<file path="src/rtl/muldiv_unit.sv">
// Multi-cycle multiply/divide unit with architectural HI/LO registers.
// Multiplies wait out a fixed latency; divides use a restoring divider, one quotient bit per cycle.
module muldiv_unit #(
  parameter int WIDTH      = 32,
  parameter int MUL_STAGES = 2
) (
  input  logic             clk,
  input  logic             reset,
  input  logic             req_valid,
  output logic             req_ready,
  input  logic [2:0]       req_op,
  input  logic [WIDTH-1:0] src_a,
  input  logic [WIDTH-1:0] src_b,
  input  logic             flush,
  output logic             busy,
  output logic             done,
  output logic [WIDTH-1:0] hi_out,
  output logic [WIDTH-1:0] lo_out
);

  localparam int CW = $clog2(WIDTH + 1);
  localparam logic [CW-1:0] MUL_CNT = CW'(MUL_STAGES > 1 ? MUL_STAGES - 2 : 0);
  localparam logic [CW-1:0] DIV_CNT = CW'(WIDTH - 1);

  typedef enum logic [1:0] {IDLE, MUL, DIV, FIX} state_t;

  state_t             state;
  logic [CW-1:0]      cnt;
  logic [2*WIDTH-1:0] prod;
  logic [WIDTH-1:0]   rem, quo, dvs, dvd;
  logic               b_zero, neg_q, neg_r;

  logic               accept, op_signed, is_mul, is_div, is_mthi, is_mtlo;
  logic [WIDTH-1:0]   a_mag, b_mag;
  logic [2*WIDTH-1:0] mul_a, mul_b, product, first_step, next_step;

  // One restoring step: shift the next dividend bit into the partial remainder,
  // subtract the divisor if it fits. Returns {remainder, quotient/dividend}.
  function automatic logic [2*WIDTH-1:0] div_step(input logic [WIDTH-1:0] r,
                                                  input logic [WIDTH-1:0] q,
                                                  input logic [WIDTH-1:0] d);
    logic [WIDTH:0] sh;
    logic [WIDTH:0] diff;
    sh   = {r, q[WIDTH-1]};
    diff = sh - {1'b0, d};
    if (sh >= {1'b0, d}) return {diff[WIDTH-1:0], q[WIDTH-2:0], 1'b1};
    else                 return {sh[WIDTH-1:0], q[WIDTH-2:0], 1'b0};
  endfunction

  assign req_ready = (state == IDLE) & ~reset;
  assign busy      = (state != IDLE);
  assign accept    = req_valid & req_ready;

  assign op_signed = ~req_op[0];
  assign is_mul    = (req_op[2:1] == 2'b00);
  assign is_div    = (req_op[2:1] == 2'b01);
  assign is_mthi   = (req_op == 3'b100);
  assign is_mtlo   = (req_op == 3'b101);

  // Sign/zero-extending to 2*WIDTH makes the truncated product correct for both signednesses.
  assign mul_a   = op_signed ? {{WIDTH{src_a[WIDTH-1]}}, src_a} : {{WIDTH{1'b0}}, src_a};
  assign mul_b   = op_signed ? {{WIDTH{src_b[WIDTH-1]}}, src_b} : {{WIDTH{1'b0}}, src_b};
  assign product = mul_a * mul_b;

  assign a_mag = (op_signed & src_a[WIDTH-1]) ? -src_a : src_a;
  assign b_mag = (op_signed & src_b[WIDTH-1]) ? -src_b : src_b;

  // The first quotient bit is produced on the accept edge so that WIDTH
  // iterations plus the sign-fix cycle finish in WIDTH+1 cycles.
  assign first_step = div_step('0, a_mag, b_mag);
  assign next_step  = div_step(rem, quo, dvs);

  always_ff @(posedge clk) begin
    if (reset) begin
      state  <= IDLE;
      cnt    <= '0;
      done   <= 1'b0;
      hi_out <= '0;
      lo_out <= '0;
    end else begin
      done <= 1'b0;
      if (flush) begin
        state <= IDLE;
      end else begin
        case (state)
          IDLE: if (accept) begin
            if (is_mul) begin
              prod <= product;
              if (MUL_STAGES == 1) begin
                hi_out <= product[2*WIDTH-1:WIDTH];
                lo_out <= product[WIDTH-1:0];
                done   <= 1'b1;
              end else begin
                cnt   <= MUL_CNT;
                state <= MUL;
              end
            end else if (is_div) begin
              {rem, quo} <= first_step;
              dvs    <= b_mag;
              dvd    <= src_a;
              b_zero <= (src_b == '0);
              neg_q  <= op_signed & (src_a[WIDTH-1] ^ src_b[WIDTH-1]);
              neg_r  <= op_signed & src_a[WIDTH-1];
              cnt    <= DIV_CNT;
              state  <= DIV;
            end else begin
              // MTHI/MTLO/NOP commit on the accept edge and never leave IDLE.
              if (is_mthi) hi_out <= src_a;
              if (is_mtlo) lo_out <= src_a;
              done <= 1'b1;
            end
          end
          MUL: begin
            if (cnt == '0) begin
              hi_out <= prod[2*WIDTH-1:WIDTH];
              lo_out <= prod[WIDTH-1:0];
              done   <= 1'b1;
              state  <= IDLE;
            end else begin
              cnt <= cnt - 1'b1;
            end
          end
          DIV: begin
            {rem, quo} <= next_step;
            if (cnt == CW'(1)) state <= FIX;
            else               cnt   <= cnt - 1'b1;
          end
          FIX: begin
            if (b_zero) begin
              lo_out <= '1;
              hi_out <= dvd;
            end else begin
              lo_out <= neg_q ? -quo : quo;
              hi_out <= neg_r ? -rem : rem;
            end
            done  <= 1'b1;
            state <= IDLE;
          end
          default: state <= IDLE;
        endcase
      end
    end
  end

endmodule

</file>
<file path="config.mk">
export PLATFORM = sky130hd
export DESIGN_NAME = muldiv_unit
export DESIGN_NICKNAME = d
export VERILOG_FILES = /design/src/rtl/muldiv_unit.sv
export SDC_FILE = /design/constraint.sdc
export NUM_CORES = 2
export LEC_CHECK = 0
export CAP_MARGIN = 20
export CORE_MARGIN = 4
export CORE_UTILIZATION = 60
export DETAILED_ROUTE_END_ITERATION = 6
export GPL_TIMING_DRIVEN = 0
export MAX_ROUTING_LAYER = met4
export PLACE_DENSITY = 0.8
export RECOVER_POWER = 100
export SYNTH_ARGS = -nofsm -noshare
export SYNTH_HDL_FRONTEND = slang
export SYNTH_SLANG_ARGS = --single-unit
export TNS_END_PERCENT = 1
</file>
<file path="constraint.sdc">
create_clock -name clk -period 11.5 [get_ports clk]
set_input_delay 2.3 -clock clk [delete_from_list [all_inputs] [get_ports clk]]
set_output_delay 2.3 -clock clk [all_outputs]
set_load 0.1 [all_outputs]
</file>
Word level (Yosys, flattened, before mapping)
Index checks and enable logic that the tools add are counted.

Add/subtract/negate cells: 7. $mul: 1. Div/mod/pow operators: 0. Order comparisons: 2. Equality and inequality tests: 18. Shifts and indexed selects: 0. Muxes and demuxes: 47. Bitwise gates (word level): 10. Reduce and logical (&&, ||, !) cells: 16.

Operator list (count): 32-bit 2-to-1 mux (22); 64-bit 2-to-1 mux (4); 32-bit one-hot mux with 3 select lines (2); 32-bit negation (4); 32-bit one-hot mux with 2 select lines (2); 64-bit by 64-bit multiplier with 64-bit output (1); 33-bit by 32-bit greater-or-equal comparator with 1-bit output (1); 1-bit by 32-bit greater-or-equal comparator with 1-bit output (1); 32-bit zero test (1); 1-bit by 32-bit subtractor with 32-bit output (1); 32-bit subtractor (1); 6-bit 2-to-1 mux (5); 2-bit != test, second input constant (10); 6-bit one-hot mux with 3 select lines (1); 6-bit AND reduction (3); 7-bit AND reduction (2); 2-bit 2-to-1 mux (5); 2-bit one-hot mux with 4 select lines (1); 3-bit == test, second input constant (2); 6-bit by 1-bit == test with 1-bit output, second input constant (1); 6-bit zero test (1); 3-bit nonzero test (2); 6-bit by 1-bit subtractor with 6-bit output, second input constant (1); 1-bit AND (5); 12 further kinds (22).

Flip-flop bits (word level): 268. Bits in latches: 0. Memory bits (writable): 0. Memory bits (read-only): 0. Input port bits: 71. Output and inout bits: 67. Logic and storage cells: 114. Memories kept: 0.

Longest topological paths before layout
Depth in word-level cells: 9. Depth in mapped cells: 39. Mapped depth without buffers: 34.

Worst setup path after synthesis
Ideal clock, no wire load.

Path type: input -> register. Start point: input port src_a[31]. End point: register prod[61] (data pin). Library setup time: 0.258 ns. Data arrival time: 11.372 ns. Required time: 11.242 ns. Setup slack: -0.130 ns. Stages on the path: 33. Path buffers: 4. Cell sequence: clkbuf_1 > nand2b_1 > clkbuf_1 > clkinv_1 > clkbuf_1 > buf_1 > nand2_1 > inv_1 > fa_1 > inv_1 > fa_1 > inv_1 > fa_1 > inv_1 > fa_1 > inv_1 > fa_1 > fa_1 > fa_1 > fa_1 > fa_1 > inv_1 > fa_1 > inv_1 > ha_1 > a21o_1 > a21o_1 > a21o_1 > a21oi_1 > nor2b_1 > or4_1 > o22ai_1 > xnor2_1.

Word-level cells in the longest chain between the ends: 2.

RTL lines: from (decl) (RTL line 12) `input logic [WIDTH-1:0] src_a,`; 64-bit 2-to-1 mux (RTL line 61) `assign mul_a = op_signed ? {{WIDTH{src_a[WIDTH-1]}}, src_a} : {{WIDTH{1'b0}}, src_a};`; 64-bit by 64-bit multiplier with 64-bit output (RTL line 63) `assign product = mul_a * mul_b;`; net product[61] (RTL line 35) `logic [2*WIDTH-1:0] mul_a, mul_b, product, first_step, next_step;`; to (signal assigned) (RTL line 88) `prod <= product;`; to (decl) (RTL line 29) `logic [2*WIDTH-1:0] prod;`.

The timed path passes the listed nets, and every way through them passes these cells. A chain may end at the register's enable or synchronous reset.

Worst setup path after layout
Start point: input port src_a[6]. End point: register prod[58] (data pin).

Same word-level chain as after synthesis.

==> impl_metrics.json <==
{
  "layout_setup_ws_ps": -397,
  "cpMaxStageDelayCell": "clkbuf_1",
  "status": "complete, but fails checks",
  "syn_area_um2": 64100,
  "clock_skew_ps": 18.7,
  "grt_pass1_wl_um": 402000,
  "antenna_left": 0,
  "fin_crit_sh_pct": 103,
  "route.detailed.drc": 19,
  "synth_edf_count": 195,
  "finalHoldViolCount": 0,
  "setup_viol": 18,
  "slowest_delay_ps": 790,
  "via_per_inst": 6.33,
  "cp-end-kind": "register",
  "ys_warn_count": 0,
  "die_x_um": 335,
  "grt_pass1_vias": 56000,
  "max_freq_mhz": 84.1,
  "synth_cell_type_count": 83,
  "drt-total-wl_um": 284000,
  "htreeDepth": 1,
  "ys_async_sr_fraction_pct": 0,
  "path_common_cell": "fa_1",
  "gp_congestion": 1.17,
  "rsz0062_at_grt": "true",
  "grt.total_usage_pct": 52.9,
  "avgSynthCellArea_um2": 9.38,
  "antenna_found_initial": 51,
  "finalNetCount": 8926,
  "clock_sinks": 268,
  "cap_violations": 3,
  "postSynthRegisterBits": 268,
  "cts_tree": "yes",
  "slew_violations": 85,
  "clock_latency_ps": 560,
  "synthTopCellsByArea": "fa_1 (45%), inv_1 (9.8%), edfxtp_1 (9.1%)",
  "yosysMostFrequentCell": "inv_1",
  "worstPathRequired_ps": 11750,
  "cts_hold_buf": 0,
  "netlist_instances": 6828,
  "die_area_um2": 112000,
  "die_y_um": 335,
  "start_kind": "input port",
  "yosysTopAreaCellShare_pct": 44.6,
  "crit_type": "input port to register",
  "tightest_slew_ps": 2750,
  "io_pins": 138,
  "maxSlewHeadroom_pct": -84.0,
  "yosysTopAreaCell": "fa_1",
  "synth_flop_cell": "edfxtp_1",
  "start_util_pct": 60.6,
  "yosysSeqAreaShare_pct": 11.4,
  "drt-initial-drc-count": 7019,
  "rows": 119,
  "core-area_um2": 106000,
  "hpwlAfterDp_um": 234000,
  "syn_nets": 8677,
  "crit_arrival_ps": 12150,
  "io_buffer_count": 130,
  "violations": "design-rule violations, max-capacitance violations, max-slew violations, negative setup slack",
  "cts_root_buffer": "clkbuf_16",
  "synthTopCellsByCount": "inv_1 (1679), fa_1 (1426), nand2_1 (712), and2_1 (583), ha_1 (352)",
  "overflow": 0,
  "avgRoutedWirePerCell_um": 33.3,
  "drive_gt1_share_pct": 8.71,
  "holdCritPathClass": "register to register",
  "first_pass_iters": 7,
  "vias": 54100,
  "final_core_util_pct": 67.7,
  "cts_buffer_depth": 3,
  "grt_start_max_net_pins": 38,
  "clk_pin_slew_ps": 80,
  "fin_crit_ps": 11900,
  "syn_to_final_growth_pct": 11.8,
  "path_max_fanout": 11,
  "cts_made_buffers": 22
}
-- path summary, 6_finish.rpt --
check / from / to / slack [ps] / cells after the start
max: src_a[6] / prod[58] / -400 / 31
min reg2reg: cnt[5] / cnt[5] / 490 / 2
max reg2reg: state[1] / dvs[20] / 6120 / 9
min: cnt[5] / cnt[5] / 490 / 2
-- layout make-up --
class	count	area (um2)
repair buffers	248	2580
well taps	1391	1740
inverters	1683	6340
clock inverters	16	154
flip-flops and latches	268	7320
clock buffers	24	579
fillers	8468	34100
multi-input cells	4510	49900
plain buffers	344	2860
diodes	65	163
-- kinds of logic (layout without fill, tap and decap cells) --
logic type | count (synthesis) | count (layout) | synth area share (%)
flip-flops | 268 | 268 | 11.4
AO/OA/AOI/OAI | 730 | 730 | 7.70
other | 0 | 65 | 0
multiplexers | 37 | 37 | 0.582
buffers and inverters | 2050 | 2315 | 12.0
adder cells (fa/ha/maj) | 1779 | 1779 | 51.5
XOR/XNOR | 254 | 254 | 3.47
AND/OR/NAND/NOR | 1710 | 1710 | 13.3
-- placed cells by master, fill, tap and decap left out, drive strengths merged, types with 117 or more instances in the layout --
| cell | synthesis | final |
|---|---|---|
| ha | 352 | 352 |
| xnor2 | 167 | 167 |
| edfxtp | 195 | 195 |
| inv | 1679 | 1682 |
| clkbuf | 313 | 322 |
| fa | 1426 | 1426 |
| o21ai | 201 | 201 |
| buf | 54 | 181 |
| nor2 | 178 | 178 |
| and2 | 583 | 583 |
| nand2 | 712 | 712 |
| a21oi | 117 | 117 |
-- critical path: cells and delay by family --
kind	cells	cell delay, ps
xor gates and xnor gates	1	660
AOI/OAI and AO/OA	7	1760
adders and majority gates	11	4560
buffers and inverters	10	2230
and+or+nand+nor	2	580
-- layer usage --
layer / GRT usage [%] / share of wire [%] / vias up
li1: - / - / 21200
met1: 62.2 / 34 / 27000
met2: 70.8 / 40 / 4556
met3: 27.3 / 17 / 1389
met4: 34.8 / 9.2 / 0
met5: - / 0 / -
-- repair_timing --
action,CTS,global route
endpoints found under the setup margin,43,23
buffers inserted,47,10
pin swaps,65,33
resized for setup,839,125
-- sequential cells by signal (all words and copies together), names as in the netlist, 2 cells and up --
name,flops
prod,64
state,2
dvd,32
rem,32
lo_out,32
hi_out,32
quo,32
cnt,6
dvs,32
-- metrics by stage --
stage / instances / hold slack, ps / area (um2) / worst slack [ps] / TNS [ps]
floorplan: 6828 / 432 / 64100 / 126 / 0
global placement: 8349 / 440 / 67100 / -8020 / -172780
detailed placement: 8408 / 463 / 68100 / -5270 / -128480
CTS: 8471 / 473 / 71300 / 1.11 / 0
global route: 8522 / 496 / 71500 / -363 / -3900
finish: 8549 / 492 / 71600 / -397 / -3710
Power is not shown: default switching activity piles up to over one toggle a cycle in this logic, so the estimate is an artifact.
